[config.mk]
export PLATFORM = sky130hd
export DESIGN_NAME = i2c_write_nbyte_master_flat
export DESIGN_NICKNAME = d
export VERILOG_FILES = /design/src/rtl/i2c_write_nbyte_master_pkg.sv /design/src/rtl/i2c_write_nbyte_master_if.sv /design/src/rtl/i2c_write_nbyte_master_tick_gen.sv /design/src/rtl/i2c_write_nbyte_master.sv /design/src/flat_wrapper.sv
export SDC_FILE = /design/constraint.sdc
export NUM_CORES = 1
export LEC_CHECK = 0
export CAP_MARGIN = 15
export CORE_MARGIN = 2
export CORE_UTILIZATION = 35
export DETAILED_ROUTE_END_ITERATION = 10
export GPL_TIMING_DRIVEN = 0
export HOLD_SLACK_MARGIN = 0.02
export SKIP_CTS_REPAIR_TIMING = 1
export SLEW_MARGIN = 10
export SYNTH_ARGS = -nofsm -noshare
export SYNTH_HDL_FRONTEND = slang
export SYNTH_SLANG_ARGS = --single-unit
export TNS_END_PERCENT = 1
[constraint.sdc]
create_clock -name PT_CK -period 2.45 [get_ports PT_CK]
set_clock_uncertainty 0.05 [all_clocks]
set_input_delay 0.3675 -clock PT_CK [delete_from_list [all_inputs] [get_ports PT_CK]]
set_output_delay 0.3675 -clock PT_CK [all_outputs]
set_load 0.005 [all_outputs]
[src/rtl/i2c_write_nbyte_master_pkg.sv]
// Shared types and helpers for the parametrised I2C write master.
// States, frame sizing and the byte-select helper live here so every file agrees on them.
package i2c_master_pkg;

    localparam int MAX_FRAME_BYTES = 13;
    localparam int FRAME_W         = 8 * MAX_FRAME_BYTES;
    localparam int TICKS_PER_BIT   = 3;
    localparam logic [2:0] LAST_BIT = 3'd7;

    typedef enum logic [3:0] {
        S_IDLE, S_STA_A, S_STA_B,
        S_B_LOW, S_B_SET, S_B_HIGH,
        S_A_LOW, S_A_REL, S_A_HIGH,
        S_STO_A, S_STO_B, S_STO_C,
        S_GAP
    } state_t;

    function automatic int wlen_width(input int max_data);
        return (max_data < 1) ? 1 : $clog2(max_data + 1);
    endfunction

    function automatic int data_width(input int max_data);
        return (max_data < 1) ? 8 : 8 * max_data;
    endfunction

    // Byte 0 of the frame is the address, then pointer bytes MS first, then payload.
    function automatic logic [7:0] sel_byte(input logic [FRAME_W-1:0] frame, input logic [3:0] idx);
        return frame[{idx, 3'b000} +: 8];
    endfunction

endpackage

[src/rtl/i2c_write_nbyte_master_if.sv]
// Sequencer/pad-side bundle of the I2C write master.
// The master modport is the DUT view; the slave modport is the sequencer/pad view.
interface i2c_write_nbyte_master_if
    import i2c_master_pkg::*;
#(
    parameter int PTR_BYTES = 2,
    parameter int MAX_DATA  = 4
);
    localparam int WLEN_W = wlen_width(MAX_DATA);
    localparam int DATA_W = data_width(MAX_DATA);

    logic                   GO;
    logic [7:0]             SLAVE_ADDRESS;
    logic [8*PTR_BYTES-1:0] POINTER;
    logic [DATA_W-1:0]      WDATA;
    logic [WLEN_W-1:0]      WLEN;
    logic                   SDAI;
    logic                   SDAO;
    logic                   SCLO;
    logic                   END_OK;
    logic                   ACK_OK;
    logic                   NACK_ERR;
    logic [3:0]             BYTE_IDX;

    modport master (
        input  GO, SLAVE_ADDRESS, POINTER, WDATA, WLEN, SDAI,
        output SDAO, SCLO, END_OK, ACK_OK, NACK_ERR, BYTE_IDX
    );

    modport slave (
        output GO, SLAVE_ADDRESS, POINTER, WDATA, WLEN, SDAI,
        input  SDAO, SCLO, END_OK, ACK_OK, NACK_ERR, BYTE_IDX
    );

endinterface

[src/rtl/i2c_write_nbyte_master_tick_gen.sv]
// Free-running phase-tick divider: one-cycle tick every CLK_DIV clocks.
module i2c_tick_gen #(
    parameter int CLK_DIV = 4
) (
    input  logic PT_CK,
    input  logic RESET_N,
    output logic tick
);
    localparam int CW = (CLK_DIV > 1) ? $clog2(CLK_DIV) : 1;
    localparam logic [CW-1:0] CNT_LAST = CW'(CLK_DIV - 1);

    logic [CW-1:0] cnt_r;
    logic          tick_r;

    // Divider counter with registered tick pulse.
    always_ff @(posedge PT_CK) begin
        if (!RESET_N) begin
            cnt_r  <= '0;
            tick_r <= 1'b0;
        end else if (cnt_r == CNT_LAST) begin
            cnt_r  <= '0;
            tick_r <= 1'b1;
        end else begin
            cnt_r  <= cnt_r + CW'(1);
            tick_r <= 1'b0;
        end
    end

    assign tick = tick_r;

endmodule

[src/rtl/i2c_write_nbyte_master.sv]
// I2C write master: START, address, pointer bytes, payload bytes, STOP, with NACK abort.
// Optional I2C_WAKE_POLL_EN: address NACKs trigger STOP/gap/restart polling up to MAX_RETRY times.
module i2c_write_nbyte_master
    import i2c_master_pkg::*;
#(
    parameter int CLK_DIV   = 4,
    parameter int PTR_BYTES = 2,
    parameter int MAX_DATA  = 4,
    parameter int MAX_RETRY = 15,
    parameter int RETRY_GAP = 8
) (
    input  logic                      PT_CK,
    input  logic                      RESET_N,
    i2c_write_nbyte_master_if.master  bus
);
    localparam int WLEN_W = wlen_width(MAX_DATA);
    localparam logic [WLEN_W-1:0] MAX_DATA_W = WLEN_W'(MAX_DATA);
    localparam logic [3:0] PTR_BYTES_4 = 4'(PTR_BYTES);

    logic               tick_s;
    logic [FRAME_W-1:0] frame_s;
    logic [WLEN_W-1:0]  n_data_s;
    logic [3:0]         last_idx_s;

    state_t             state_r;
    logic [FRAME_W-1:0] frame_r;
    logic [3:0]         last_idx_r;
    logic [3:0]         byte_idx_r;
    logic [2:0]         bit_cnt_r;
    logic [7:0]         sh_r;
    logic               armed_r;
    logic               sdao_r;
    logic               sclo_r;
    logic               end_ok_r;
    logic               ack_ok_r;
    logic               nack_err_r;
`ifdef I2C_WAKE_POLL_EN
    localparam logic [7:0] MAX_RETRY_8 = 8'(MAX_RETRY);
    localparam logic [7:0] GAP_LAST_8  = 8'((RETRY_GAP > 0) ? RETRY_GAP - 1 : 0);
    logic [7:0]         retry_cnt_r;
    logic [7:0]         gap_cnt_r;
    logic               retry_pend_r;
`endif

    i2c_tick_gen #(.CLK_DIV(CLK_DIV)) u_tick (
        .PT_CK   (PT_CK),
        .RESET_N (RESET_N),
        .tick    (tick_s)
    );

    // Assemble the outgoing frame and the clamped index of its last byte.
    always_comb begin
        frame_s = '0;
        frame_s[7:0] = bus.SLAVE_ADDRESS;
        for (int p = 0; p < PTR_BYTES; p++) begin
            frame_s[8*(p+1) +: 8] = bus.POINTER[8*(PTR_BYTES-1-p) +: 8];
        end
        for (int k = 0; k < MAX_DATA; k++) begin
            frame_s[8*(PTR_BYTES+1+k) +: 8] = bus.WDATA[8*k +: 8];
        end
        if (bus.WLEN > MAX_DATA_W) begin
            n_data_s = MAX_DATA_W;
        end else begin
            n_data_s = bus.WLEN;
        end
        last_idx_s = PTR_BYTES_4 + 4'(n_data_s);
    end

    // Bus sequencer; line drives are registered alongside the state they belong to.
    always_ff @(posedge PT_CK) begin
        if (!RESET_N) begin
            state_r    <= S_IDLE;
            frame_r    <= '0;
            last_idx_r <= 4'd0;
            byte_idx_r <= 4'd0;
            bit_cnt_r  <= 3'd0;
            sh_r       <= 8'd0;
            armed_r    <= 1'b1;
            sdao_r     <= 1'b1;
            sclo_r     <= 1'b1;
            end_ok_r   <= 1'b1;
            ack_ok_r   <= 1'b0;
            nack_err_r <= 1'b0;
`ifdef I2C_WAKE_POLL_EN
            retry_cnt_r  <= 8'd0;
            gap_cnt_r    <= 8'd0;
            retry_pend_r <= 1'b0;
`endif
        end else if (tick_s) begin
            case (state_r)
                S_IDLE: begin
                    if (!bus.GO) begin
                        armed_r <= 1'b1;
                    end else if (armed_r) begin
                        armed_r    <= 1'b0;
                        end_ok_r   <= 1'b0;
                        ack_ok_r   <= 1'b0;
                        nack_err_r <= 1'b0;
                        frame_r    <= frame_s;
                        last_idx_r <= last_idx_s;
                        byte_idx_r <= 4'd0;
                        bit_cnt_r  <= 3'd0;
                        sh_r       <= bus.SLAVE_ADDRESS;
                        sdao_r     <= 1'b0;
                        sclo_r     <= 1'b1;
                        state_r    <= S_STA_A;
`ifdef I2C_WAKE_POLL_EN
                        retry_cnt_r  <= 8'd0;
                        retry_pend_r <= 1'b0;
`endif
                    end
                end
                S_STA_A: begin
                    sclo_r  <= 1'b0;
                    state_r <= S_STA_B;
                end
                S_STA_B:  state_r <= S_B_LOW;
                S_B_LOW: begin
                    sdao_r  <= sh_r[7];
                    state_r <= S_B_SET;
                end
                S_B_SET: begin
                    sclo_r  <= 1'b1;
                    state_r <= S_B_HIGH;
                end
                S_B_HIGH: begin
                    sclo_r <= 1'b0;
                    if (bit_cnt_r == LAST_BIT) begin
                        state_r <= S_A_LOW;
                    end else begin
                        bit_cnt_r <= bit_cnt_r + 3'd1;
                        sh_r      <= {sh_r[6:0], 1'b0};
                        state_r   <= S_B_LOW;
                    end
                end
                S_A_LOW: begin
                    sdao_r  <= 1'b1;
                    state_r <= S_A_REL;
                end
                S_A_REL: begin
                    sclo_r  <= 1'b1;
                    state_r <= S_A_HIGH;
                end
                S_A_HIGH: begin
                    sclo_r <= 1'b0;
                    if (!bus.SDAI && (byte_idx_r != last_idx_r)) begin
                        byte_idx_r <= byte_idx_r + 4'd1;
                        sh_r       <= sel_byte(frame_r, byte_idx_r + 4'd1);
                        bit_cnt_r  <= 3'd0;
                        state_r    <= S_B_LOW;
                    end else begin
                        sdao_r  <= 1'b0;
                        state_r <= S_STO_A;
                        if (bus.SDAI) begin
`ifdef I2C_WAKE_POLL_EN
                            // Only the address byte may be re-polled; data NACKs abort at once.
                            if ((byte_idx_r == 4'd0) && (retry_cnt_r != MAX_RETRY_8)) begin
                                retry_cnt_r  <= retry_cnt_r + 8'd1;
                                retry_pend_r <= 1'b1;
                            end else begin
                                nack_err_r <= 1'b1;
                            end
`else
                            nack_err_r <= 1'b1;
`endif
                        end
                    end
                end
                S_STO_A: begin
                    sclo_r  <= 1'b1;
                    state_r <= S_STO_B;
                end
                S_STO_B: begin
                    sdao_r  <= 1'b1;
                    state_r <= S_STO_C;
                end
                S_STO_C: begin
`ifdef I2C_WAKE_POLL_EN
                    if (retry_pend_r) begin
                        retry_pend_r <= 1'b0;
                        gap_cnt_r    <= 8'd0;
                        state_r      <= S_GAP;
                    end else begin
                        end_ok_r <= 1'b1;
                        ack_ok_r <= ~nack_err_r;
                        state_r  <= S_IDLE;
                    end
`else
                    end_ok_r <= 1'b1;
                    ack_ok_r <= ~nack_err_r;
                    state_r  <= S_IDLE;
`endif
                end
`ifdef I2C_WAKE_POLL_EN
                S_GAP: begin
                    if (gap_cnt_r == GAP_LAST_8) begin
                        byte_idx_r <= 4'd0;
                        bit_cnt_r  <= 3'd0;
                        sh_r       <= sel_byte(frame_r, 4'd0);
                        sdao_r     <= 1'b0;
                        state_r    <= S_STA_A;
                    end else begin
                        gap_cnt_r <= gap_cnt_r + 8'd1;
                    end
                end
`endif
                default: begin
                    sdao_r  <= 1'b1;
                    sclo_r  <= 1'b1;
                    state_r <= S_IDLE;
                end
            endcase
        end
    end

    assign bus.SDAO     = sdao_r;
    assign bus.SCLO     = sclo_r;
    assign bus.END_OK   = end_ok_r;
    assign bus.ACK_OK   = ack_ok_r;
    assign bus.NACK_ERR = nack_err_r;
    assign bus.BYTE_IDX = byte_idx_r;

endmodule

[src/flat_wrapper.sv]
// flat-port wrapper written by rule: the top's interface ports become plain ports
module i2c_write_nbyte_master_flat import i2c_master_pkg::*;
#(
    parameter int CLK_DIV   = 4,
    parameter int PTR_BYTES = 2,
    parameter int MAX_DATA  = 4,
    parameter int MAX_RETRY = 15,
    parameter int RETRY_GAP = 8
)
  (PT_CK, RESET_N, bus_GO, bus_SLAVE_ADDRESS, bus_POINTER, bus_WDATA, bus_WLEN, bus_SDAI, bus_SDAO, bus_SCLO, bus_END_OK, bus_ACK_OK, bus_NACK_ERR, bus_BYTE_IDX);
  i2c_write_nbyte_master_if #(.PTR_BYTES(PTR_BYTES), .MAX_DATA(MAX_DATA)) bus_i ();
  input  logic PT_CK;
  input  logic RESET_N;
  input wire logic [$bits(bus_i.GO)-1:0] bus_GO;
  input wire logic [$bits(bus_i.SLAVE_ADDRESS)-1:0] bus_SLAVE_ADDRESS;
  input wire logic [$bits(bus_i.POINTER)-1:0] bus_POINTER;
  input wire logic [$bits(bus_i.WDATA)-1:0] bus_WDATA;
  input wire logic [$bits(bus_i.WLEN)-1:0] bus_WLEN;
  input wire logic [$bits(bus_i.SDAI)-1:0] bus_SDAI;
  output wire logic [$bits(bus_i.SDAO)-1:0] bus_SDAO;
  output wire logic [$bits(bus_i.SCLO)-1:0] bus_SCLO;
  output wire logic [$bits(bus_i.END_OK)-1:0] bus_END_OK;
  output wire logic [$bits(bus_i.ACK_OK)-1:0] bus_ACK_OK;
  output wire logic [$bits(bus_i.NACK_ERR)-1:0] bus_NACK_ERR;
  output wire logic [$bits(bus_i.BYTE_IDX)-1:0] bus_BYTE_IDX;
  assign bus_i.GO = bus_GO;
  assign bus_i.SLAVE_ADDRESS = bus_SLAVE_ADDRESS;
  assign bus_i.POINTER = bus_POINTER;
  assign bus_i.WDATA = bus_WDATA;
  assign bus_i.WLEN = bus_WLEN;
  assign bus_i.SDAI = bus_SDAI;
  assign bus_SDAO = bus_i.SDAO;
  assign bus_SCLO = bus_i.SCLO;
  assign bus_END_OK = bus_i.END_OK;
  assign bus_ACK_OK = bus_i.ACK_OK;
  assign bus_NACK_ERR = bus_i.NACK_ERR;
  assign bus_BYTE_IDX = bus_i.BYTE_IDX;
  i2c_write_nbyte_master #(.CLK_DIV(CLK_DIV), .PTR_BYTES(PTR_BYTES), .MAX_DATA(MAX_DATA), .MAX_RETRY(MAX_RETRY), .RETRY_GAP(RETRY_GAP)) u_core (.PT_CK(PT_CK), .RESET_N(RESET_N), .bus(bus_i));
endmodule
[Yosys cells after proc, flatten, opt, wreduce, memory -nomap -nowiden]
Cells that the tools add are included.
Operators by class
  add/sub/neg operators: 4
  shift-type cells: 1
  eq/ne operators: 20
  bitwise operators: 4
  reduce and logical (&&, ||, !) cells: 19
  $lt $le $gt $ge: 1
  multiplexer cells: 34
Operator list (count)
  variable part select 104 x 8 -> 8 bit: 1
  one-hot mux 4 bit (11 select lines): 1
  2-to-1 mux 8 bit: 4
  2-to-1 mux 4 bit: 6
  one-hot mux 8 bit (3 select lines): 1
  2-to-1 mux 3 bit: 6
  equality test 4 x 3 -> 1 bit (second input constant): 4
  equality test 4 bit (second input constant): 4
  AND reduction 4 bit: 3
  AND reduction 6 bit: 2
  AND reduction 5 bit: 2
  2-to-1 mux 1 bit: 9
  one-hot mux 3 bit (3 select lines): 1
  equality test 4 x 2 -> 1 bit (second input constant): 2
  inequality test 2 bit (second input constant): 4
  one-hot mux 4 bit (2 select lines): 1
  OR reduction 7 bit: 1
  one-hot mux 1 bit (2 select lines): 3
  OR reduction 5 bit: 1
  adder 2 x 3 -> 4 bit (first input constant): 1
  adder 4 x 1 -> 4 bit (second input constant): 1
  equality test 4 x 1 -> 1 bit (second input constant): 1
  logical NOT 4 bit: 1
  inequality test 2 x 1 -> 1 bit (second input constant): 2
  17 further kinds: 21
Word-level totals
  bits of input ports: 63
  bits in registers: 88
  output and inout bits: 9
  word-level logic and storage cells: 97

[Logic depth before layout (Yosys ltp)]
  depth in word-level cells: 4
  mapped depth: 8
  gate-level depth less buffers: 7

[Modules after synthesis]
Synthesis repeated with hierarchy kept, for this count alone.
Unflattened totals
  cell total of the unflattened synthesis: 505
  area total of the unflattened synthesis: 4117.7 µm²
Modules (own cells, without submodules)
  i2c_write_nbyte_master: times used 1, sequential area each 1701.6 µm², cells each 498, area each 4016.4 µm²
  i2c_tick_gen: times used 1, sequential area each 60.1 µm², cells each 7, area each 101.3 µm²

[Worst setup path before layout]
No wires, ideal clock.
  path type: reg2reg
  from: reg u_core.byte_idx_r[1] (netlist: u_core.bus.BYTE_IDX[1])
  to: reg u_core.sh_r[4]
  setup slack: 0.282 ns
  cell stages (with the launch flop): 7
  buffers on the path: 2
  data arrival time: 1.993 ns
  data required time: 2.275 ns
  clock period less this slack: 2.168 ns
  path through: dfxtp_1 -> ha_1 -> clkbuf_1 -> buf_2 -> mux4_2 -> o211ai_1 -> a31oi_1
Between the ends
  word-level cells in the longest chain between the ends: 4
  elaborated cells on any way between the ends: 8
  those cells by class: add/sub: 1; eq/ne: 2; shift: 1; mux: 2; reduce/logical: 2
Ends and longest elaborated chain
  start: declaration: line i2c_write_nbyte_master.sv:28  | logic [3:0] byte_idx_r;
  start signal: assignment: line i2c_write_nbyte_master.sv:147  | byte_idx_r <= byte_idx_r + 4'd1;
  adder 4 x 1 -> 4 bit / inequality test 4 bit (equally long branches): line i2c_write_nbyte_master.sv:148, i2c_write_nbyte_master.sv:146
  variable part select 104 x 8 -> 8 bit / logical AND 1 bit (equally long branches): line i2c_write_nbyte_master_pkg.sv:28, i2c_write_nbyte_master.sv:146
  2-to-1 mux 8 bit / inequality test 2 x 1 -> 1 bit (equally long branches)
  one-hot mux 8 bit (3 select lines) / AND reduction 6 bit (equally long branches)
  end signal: assignment: line i2c_write_nbyte_master.sv:103  | sh_r <= bus.SLAVE_ADDRESS;
  end signal: assignment: line i2c_write_nbyte_master.sv:132  | sh_r <= {sh_r[6:0], 1'b0};
  end signal: assignment: line i2c_write_nbyte_master.sv:148  | sh_r <= sel_byte(frame_r, byte_idx_r + 4'd1);
  end: declaration: line i2c_write_nbyte_master.sv:30  | logic [7:0] sh_r;
Parallel ways exist; a longest one is shown, timed or not. The select of a mux whose other input is x is not followed.
A chain may end at the register's enable or synchronous reset.

[Worst setup path after layout]
  from: reg u_core.byte_idx_r[1] (netlist: u_core.bus.BYTE_IDX[1])
  to: reg u_core.sh_r[1]
Same word-level chain as after synthesis.

==> reports/results.ini <==
[run_status]
outcome = finished, final reports clean

[yosys]
syn_inst = 513
synth_warnings = 0
synth-edff-count = 0
syn_area_um2 = 4314
synth.ff_latch_count = 88
synth.avg_cell_area_um2 = 8.410
synth_flop_cell = dfxtp_1
synth_fp_nets = 581
synthArstFlopShare_pct = 0
synth.yosys.seq_area_share_pct = 40.84
ys_types = 53

[die]
die-area_um2 = 13230
start_util_pct = 35.92
pin_count = 72
die_y_um = 115.0
rows = 40
die_w_um = 115.0
coreArea_um2 = 12010

[pwr]
power_mw = 2.997
p_per_area_nw_per_um2 = 547.1
clock_power_share_pct = 43.3
power.switching_mw = 0.6597
combPwrFrac_pct = 7.9
ir_worst_vdd_mv = 0.3109
p_leak_nw = 1.886
sw_frac_of_total_pct = 22.01
p_int_mw = 2.338
p_seq_share_pct = 48.9

[drt]
dr.pass1.iters = 4
antenna_left = 0
num_vias = 3875
wl_per_cell_um = 15.85
first_iter_violations = 250
post-route-drc-count = 0
finalWirelength_um = 11810
vias_per_cell = 5.201

[worst_setup_path]
worstPathArrival_ps = 2500
crit_path_cell_trace = ha_2 -> buf_2 -> mux2_2 -> a21oi_1 -> nand2_1 -> o211ai_1 -> a31oi_1
critPathTopFamily = adder cells
critPathMaxFanout = 10
worstSetupEndpointType = register
crit_buf_inv = 1
slowest_delay_ps = 500
crit_path_start_kind = register
cp.required_ps = 2610
cp_slowest_cell = ha_2
worstSetupPathType = reg -> reg

[global_route]
grt_antenna_before_repair = 0
grt_usage_pct = 18.55
grt_remaining_overflow = 0
grt_max_degree = 14
grt_pass1_wl_um = 19230
grt_pass1_vias = 3824

[clock_network]
htree_levels = 3
clock_latency_ps = 340
clock_sinks = 88
cts_buffers = 9
clockRootBuffer = clkbuf_16
clk_pin_slew_ps = 60
cts_tree = built
cts_max_path_buffers = 2

[timing]
fmax_ghz = 0.4290
finalSetupTns_ps = 0
slew_violations = 0
max_slew.worst_pin.slew_ps = 945.6
hold_viol = 0
fin_crit_sh_pct = 95.14
setup_viol_count_final = 0
rsz0062_at_grt = true
fin_hold_ws_ps = 386.6
slew_headroom_pct = 36.47
min_period_ps = 2331

[placement]
place_inst = 730
io_buffers = 70
dpl_cell_area_um2 = 5199
hpwl_um = 8910
place_congestion = 0.8175

[run]
drv_cap = 0

[final_layout]
fill_cells = 1241
final_area_um2 = 5479
layout.cells.non_filler = 745
n_antenna_cell = 0
nNetsFinal = 661
drive_gt1_share_pct = 8.027
syn_to_final_growth_pct = 27.00

[hold_path]
hold_path.class = reg -> reg

-- cells in the mapped netlist, types with 5 or more instances --
| master | instances | area share, % |
|---|---|---|
| nand2_1 | 144 | 13 |
| nor3b_1 | 10 | 1.7 |
| nand3_1 | 5 | 0.58 |
| a31oi_1 | 7 | 1.0 |
| xnor2_1 | 5 | 1.0 |
| a21o_1 | 8 | 1.4 |
| mux2_2 | 8 | 2.1 |
| dfxtp_1 | 88 | 41 |
| nor2b_1 | 10 | 1.5 |
| ha_1 | 5 | 1.5 |
| mux4_2 | 8 | 4.2 |
| o211ai_1 | 10 | 1.7 |
| o21ai_0 | 14 | 1.6 |
| nor2_1 | 13 | 1.1 |
| a21oi_1 | 21 | 2.4 |
| clkbuf_1 | 26 | 2.3 |
| o221ai_1 | 6 | 1.2 |
| buf_2 | 9 | 1.0 |
| inv_1 | 6 | 0.52 |
| a21boi_0 | 59 | 10 |
-- kinds of logic (layout without fill, tap and decap cells) --
group	after synthesis	after routing	share of synthesized area (%)
buf+inv	45	130	4.611
fa+ha+maj	5	5	1.450
flops	88	88	40.84
mux	20	20	7.193
simple gates	208	208	21.52
compound gates	141	141	23.17
xor+xnor	6	6	1.218
-- worst paths after layout --
path	startpoint	to	slack, ps	cells after the start
worst min register to register	u_core.u_tick.cnt_r[0]$_SDFF_PP0_	u_core.u_tick.cnt_r[0]$_SDFF_PP0_	390	1
worst min-delay path	u_core.u_tick.cnt_r[0]$_SDFF_PP0_	u_core.u_tick.cnt_r[0]$_SDFF_PP0_	390	1
worst max register to register	u_core.bus.BYTE_IDX[1]$_SDFFE_PN0P_	u_core.sh_r[1]$_SDFFE_PN0P_	120	7
worst max-delay path	u_core.bus.BYTE_IDX[1]$_SDFFE_PN0P_	u_core.sh_r[1]$_SDFFE_PN0P_	120	7
-- registers in the layout, indices dropped and copies added (netlist names), 2 cells and up --
register and cells:
u_core.last_idx_r 4, u_core.u_tick.cnt_r 2, u_core.sh_r 8, u_core.bus.BYTE_IDX 4, u_core.frame_r 56, u_core.bit_cnt_r 3, u_core.state_r 4
-- power groups by stage --
stage | clock, mW | combinational (mW) | sequential [mW]
2_1_floorplan | 0 | 0.0963 | 1.49
3_3_place_gp | 0 | 0.232 | 1.50
3_5_place_dp | 0 | 0.236 | 1.50
4_1_cts | 1.33 | 0.236 | 1.47
5_1_grt | 1.38 | 0.257 | 1.47
6_report | 1.30 | 0.235 | 1.47
-- worst reg2reg max path, stage by stage (launching register included) --
cell and delay, ps:
dfxtp_1 390, ha_2 500, buf_2 320, mux2_2 370, a21oi_1 180, nand2_1 120, o211ai_1 160, a31oi_1 110
-- placed cells by master, fill, tap and decap left out, types with 3 or more instances in the layout --
cell type        count
nand3_1              5
a21boi_0            59
ha_1                 4
mux2i_1              4
inv_1                6
nor2_1              12
clkbuf_16            9
a21o_1               8
o211ai_1            10
buf_2                9
o221ai_1             6
nor3_1               4
a21oi_1             21
clkbuf_1            27
a31oi_1              7
nand2b_1             4
nor2b_1             10
dfxtp_1             88
nand2_1            144
mux2_2               8
nand4_1              3
nor3b_1             10
o21ai_0             14
clkdlybuf4s50_1     70
mux4_2               8
xnor2_1              5
-- stage by stage --
step | utilization, % | setup slack [ps]
3_3_place_gp | 43.28 | -148.8
3_5_place_dp | 43.28 | -169.0
5_1_grt | 45.61 | -18.57
6_report | 45.61 | 119.0
2_1_floorplan | - | 281.7
4_1_cts | 45.59 | -182.6
-- final cells by class --
cell class,count,area [um^2],area share (%)
Multi-Input combinational cell,380,2359,43.05
Sequential cell,88,1762,32.15
Timing Repair Buffer,70,700.7,12.79
Clock buffer,14,264.0,4.818
Tap cell,147,183.9,3.357
Buffer,38,173.9,3.174
Inverter,6,22.52,0.4111
Clock inverter,2,13.76,0.2512
-- routing by layer --
metal,share of wire [%],global-route usage [%]
met5,0,0
met4,2.4,7.068
met3,4.8,4.323
met2,46,29.92
met1,47,24.22
Note: power is estimated with default switching activity, not from simulation.
